<file path="src/rtl/alu_arbiter.sv">
// Two-requester front end for one shared combinational ALU, with a single registered response slot.
// Define ALU_ARBITER_RR_EN for round-robin arbitration; when it is undefined, requester 0 has fixed priority.
module alu_arbiter #(
  parameter int DATA_WIDTH    = 32,
  parameter int OPCODE_LENGTH = 4
) (
  input  logic                     clk,
  input  logic                     reset,
  input  logic                     req0_valid,
  output logic                     req0_ready,
  input  logic [DATA_WIDTH-1:0]    req0_srca,
  input  logic [DATA_WIDTH-1:0]    req0_srcb,
  input  logic [OPCODE_LENGTH-1:0] req0_op,
  input  logic                     req1_valid,
  output logic                     req1_ready,
  input  logic [DATA_WIDTH-1:0]    req1_srca,
  input  logic [DATA_WIDTH-1:0]    req1_srcb,
  input  logic [OPCODE_LENGTH-1:0] req1_op,
  output logic                     rsp0_valid,
  input  logic                     rsp0_ready,
  output logic                     rsp1_valid,
  input  logic                     rsp1_ready,
  output logic [DATA_WIDTH-1:0]    rsp_result,
  output logic [DATA_WIDTH-1:0]    alu_srca,
  output logic [DATA_WIDTH-1:0]    alu_srcb,
  output logic [OPCODE_LENGTH-1:0] alu_op,
  input  logic [DATA_WIDTH-1:0]    alu_result
);

  typedef enum logic {IDLE = 1'b0, RESP = 1'b1} state_t;

  state_t                  state_q, state_d;
  logic                    owner_q, owner_d;
  logic [DATA_WIDTH-1:0]   result_q, result_d;
  logic                    drain;
  logic                    slot_free;
  logic                    grant;
  logic                    gsel;
`ifdef ALU_ARBITER_RR_EN
  logic                    last_q, last_d;
`endif

  assign rsp0_valid = (state_q == RESP) && !owner_q;
  assign rsp1_valid = (state_q == RESP) &&  owner_q;
  assign rsp_result = result_q;

  always_comb begin
    state_d    = state_q;
    owner_d    = owner_q;
    result_d   = result_q;
    grant      = 1'b0;
    gsel       = 1'b0;
    req0_ready = 1'b0;
    req1_ready = 1'b0;
    alu_srca   = '0;
    alu_srcb   = '0;
    alu_op     = '0;
`ifdef ALU_ARBITER_RR_EN
    last_d     = last_q;
`endif

    // A draining slot can be refilled in the same cycle, giving full throughput.
    drain     = (state_q == RESP) && (owner_q ? rsp1_ready : rsp0_ready);
    slot_free = !reset && ((state_q == IDLE) || drain);

    if (slot_free) begin
      if (req0_valid && req1_valid) begin
        grant = 1'b1;
`ifdef ALU_ARBITER_RR_EN
        gsel  = ~last_q;
`else
        gsel  = 1'b0;
`endif
      end else if (req0_valid) begin
        grant = 1'b1;
        gsel  = 1'b0;
      end else if (req1_valid) begin
        grant = 1'b1;
        gsel  = 1'b1;
      end
    end

    if (grant) begin
      req0_ready = !gsel;
      req1_ready =  gsel;
      alu_srca   = gsel ? req1_srca : req0_srca;
      alu_srcb   = gsel ? req1_srcb : req0_srcb;
      alu_op     = gsel ? req1_op   : req0_op;
      state_d    = RESP;
      owner_d    = gsel;
      result_d   = alu_result;
`ifdef ALU_ARBITER_RR_EN
      last_d     = gsel;
`endif
    end else if (drain) begin
      state_d = IDLE;
    end
  end

  always_ff @(posedge clk) begin
    if (reset) begin
      state_q  <= IDLE;
      owner_q  <= 1'b0;
      result_q <= '0;
`ifdef ALU_ARBITER_RR_EN
      last_q   <= 1'b1;
`endif
    end else begin
      state_q  <= state_d;
      owner_q  <= owner_d;
      result_q <= result_d;
`ifdef ALU_ARBITER_RR_EN
      last_q   <= last_d;
`endif
    end
  end

endmodule

</file>
<file path="config.mk">
export PLATFORM = sky130hd
export DESIGN_NAME = alu_arbiter
export DESIGN_NICKNAME = d
export VERILOG_FILES = /design/src/rtl/alu_arbiter.sv
export SDC_FILE = /design/constraint.sdc
export NUM_CORES = 1
export LEC_CHECK = 0
export BUFFER_PORTS_ARGS = -buffer_cell sky130_fd_sc_hd__buf_2
export CORE_AREA = 5 5 106 108
export DETAILED_ROUTE_END_ITERATION = 8
export DIE_AREA = 0 0 111 113
export MAX_ROUTING_LAYER = met4
export PLACE_DENSITY = 0.61
export SLEW_MARGIN = 30
export SYNTH_ARGS = -nofsm -noshare
export SYNTH_HDL_FRONTEND = slang
export SYNTH_SLANG_ARGS = --single-unit
</file>
<file path="constraint.sdc">
create_clock -name clk -period 1.9 [get_ports clk]
set_input_delay 0.19 -clock clk [delete_from_list [all_inputs] [get_ports clk]]
set_output_delay 0.19 -clock clk [all_outputs]
set_load 0.01 [all_outputs]
</file>
==> flow_summary_export.csv <==
group,metric,value,unit
sta,tns,0,ns
clock_tree,path_clk_slew,0.06,ns
global_route,grt_start_max_net_pins,70,
place,dp_hpwl,7980,microns
route,vias_per_cell,4.64,
min_path,hold_path.class,"input port to register",
sta,final-setup-viol-count,0,
sta,min_period_over_period,94.1,%
yosys,syn_nets,423,
yosys,ys_seq_area_share,33.6,%
clock_tree,htreeDepth,2,
floorplan,core_area,0.0101,sq mm
yosys,synth_cell_type_count,20,
sta,slew_headroom,79.4,%
yosys,syn_inst,249,
route,vias,3023,
global_route,grt_usage,14.5,%
route,drc,0,
critical_path,worstPathRequired,1.71,ns
place,dp.cells,641,
clock_tree,root_buffer,"clkbuf_8",
critical_path,r2r_slack,0.27,ns
yosys,synth_area_per_cell,8.14,sq um
floorplan,start_util,20.0,%
floorplan,placementRows,37,
route,drtIter0Drc,162,
sta,skew,0.00265,ns
sta,rsz0062_at_grt,"false",
power_and_ir_drop,p_total,2.21,mW
critical_path,crit_slowest_cell,"dfxtp_2",
global_route,grt_overflow_total,0,
sta,holdWs,0.128,ns
critical_path,crit_chain,"mux2i_4, a21o_4, bufbuf_16, nor2b_1, buf_2",
layout,syn_to_final_growth,82.7,%
place,gp_congestion,0.855,
floorplan,dieArea,0.0125,sq mm
clock_tree,clkLatencyLatePin,0.27,ns
critical_path,cp_slowest_stage_delay,0.35,ns
status,outcome,"finished, final reports clean",
sta,timing.final.crit_period,1.79,ns
run,maxCapViolCount,0,
yosys,syn_area,0.00203,sq mm
clock_tree,clk_path_buf_depth,2,
route,wirelength,9790,microns
min_path,hold_depth,2,
clock_tree,cts.sinks,34,
power_and_ir_drop,peakVddDrop,0.000305,V
yosys,synth.area.top_cells,"dfxtp_1 (34%), a22oi_1 (25%), a22o_1 (14%)",
clock_tree,cts_tree,"yes",
layout,nNetsFinal,688,
global_route,grt_pass1_wl,14800,microns
power_and_ir_drop,power_density,596,mW/mm^2
sta,fmax,560,MHz
yosys,synth_top_area_cell,"dfxtp_1",
place,numPortBuffers,277,
clock_tree,hold_buffers,0,
route,antenna_left,0,
layout,final_util,36.5,%
yosys,yosysWarnings,0,
clock_tree,cts_buffers,5,
sta,drv_slew,0,
route,drtPass1Iterations,4,
floorplan,num_io_pins,278,
yosys,synth_top_area_share,33.6,%
floorplan,die_y,113,microns
sta,finalHoldViolCount,0,
power_and_ir_drop,p_leak,2.06,nW
layout,fin_cells,651,
sta,max_slew.worst_pin.slew,0.308,ns
layout,drive_gt1_share,58.6,%
critical_path,critPathArrivalTime,1.60,ns
critical_path,crit_path_start_kind,"register",
route,wl_per_cell,15.0,microns
layout,nFillCells,1059,
critical_path,reg2reg_depth,6,
floorplan,die_w,111,microns
critical_path,crit_fanout,22,
critical_path,cp-end-kind,"primary output",
global_route,antenna_found_initial,2,
critical_path,critPathKind,"register to primary output",
yosys,yosys_register_bits,34,
global_route,grt_pass1_vias,2962,
==> final cells by class <==
| type | count | area [sq um] | share of cell area, % |
|---|---|---|---|
| antenna | 1 | 2.50 | 0.0676 |
| tap | 136 | 170 | 4.60 |
| timing repair buffer | 288 | 1540 | 41.7 |
| inverter | 1 | 3.75 | 0.101 |
| sequential | 34 | 682 | 18.4 |
| multi-input combinational | 184 | 1190 | 32.1 |
| clock buffer | 6 | 82.6 | 2.23 |
| clock inverter | 1 | 30.0 | 0.811 |
==> per-stage QoR <==
| stage | worst slack, ns | cell area [sq um] |
|---|---|---|
| finish | 0.113 | 3700 |
| global route | 0.00199 | 3700 |
| CTS | 0.0197 | 3700 |
| detailed placement | 0.221 | 3530 |
| global placement | 0.0385 | 3500 |
| floorplan | 0.438 | 2030 |
==> flip-flops by register name (all words and copies together), names as in the netlist <==
signal      cells
rsp_result     32
owner_q         1
state_q         1
==> Yosys cell counts <==
master and number:
nor2_1 69, a22oi_1 68, dfxtp_1 34, a22o_1 32
clkbuf_1 13, buf_2 10, buf_6 7, nor2b_1 3
a21oi_1 2, a211oi_1 1, a211oi_4 1, a21o_1 1
a31o_2 1, and2_1 1, and3_1 1, inv_1 1
mux2i_2 1, nand2_1 1, nand2b_1 1, nor3_1 1
==> placed cells by master (no fill, tap or decap), types with 2 or more instances in the layout <==
cell type,count
buf_2,277
nor2_1,69
a22oi_1,68
dfxtp_1,33
a22o_1,32
clkbuf_8,6
buf_4,4
buf_6,3
buf_12,3
nor2b_1,2
a21oi_1,2
==> worst max-delay path, delay by kind of cell, from the launching register on <==
family	cells	cell delay, ns
simple gates	1	0.10
flops	1	0.35
mux	1	0.19
buf+inv	2	0.44
compound gates	1	0.24
==> per-layer routing <==
layer | track usage, % | up-vias | share of wire [%]
met3 | 2.94 | 13 | 8.1
met1 | 17.0 | 1369 | 39
li1 | - | 1462 | -
met5 | - | - | 0
met4 | 3.20 | 0 | 0.88
met2 | 25.6 | 179 | 52
==> worst paths after layout <==
kind,from,end
setup / recovery,owner_q$_SDFFE_PP0P_,req1_ready
hold / removal,alu_result[7],rsp_result[7]$_SDFFE_PP0P_
setup reg to reg,owner_q$_SDFFE_PP0P_,rsp_result[11]$_SDFFE_PP0P_
hold reg to reg,rsp_result[7]$_SDFFE_PP0P_,rsp_result[7]$_SDFFE_PP0P_
==> kinds of logic (layout without fill, tap and decap cells) <==
group,after synthesis,count (layout),synth area share [%]
AOI/OAI and AO/OA,106,106,41.7
and+or+nand+nor,77,77,15.1
DFF,34,34,33.6
buffers and inverters,31,296,8.96
muxes,1,1,0.679
other,0,1,0
==> repair_timing <==
| item | 4_1_cts | 5_1_grt |
|---|---|---|
| endpoints found under the setup margin | 69 | 22 |
| gates cloned | 1 | 0 |
| endpoints found under the hold margin | 0 | 0 |
| gates resized for setup | 3 | 1 |
| buffers inserted | 1 | 0 |
==> power by group <==
| group | internal, mW | leakage (nW) | switching (mW) |
|---|---|---|---|
| Sequential | 0.771 | 0.282 | 0.0324 |
| Clock | 0.419 | 0.0573 | 0.232 |
| Combinational | 0.381 | 1.72 | 0.370 |
| Total | 1.57 | 2.06 | 0.634 |
Note: power is estimated with default switching activity, not from simulation.
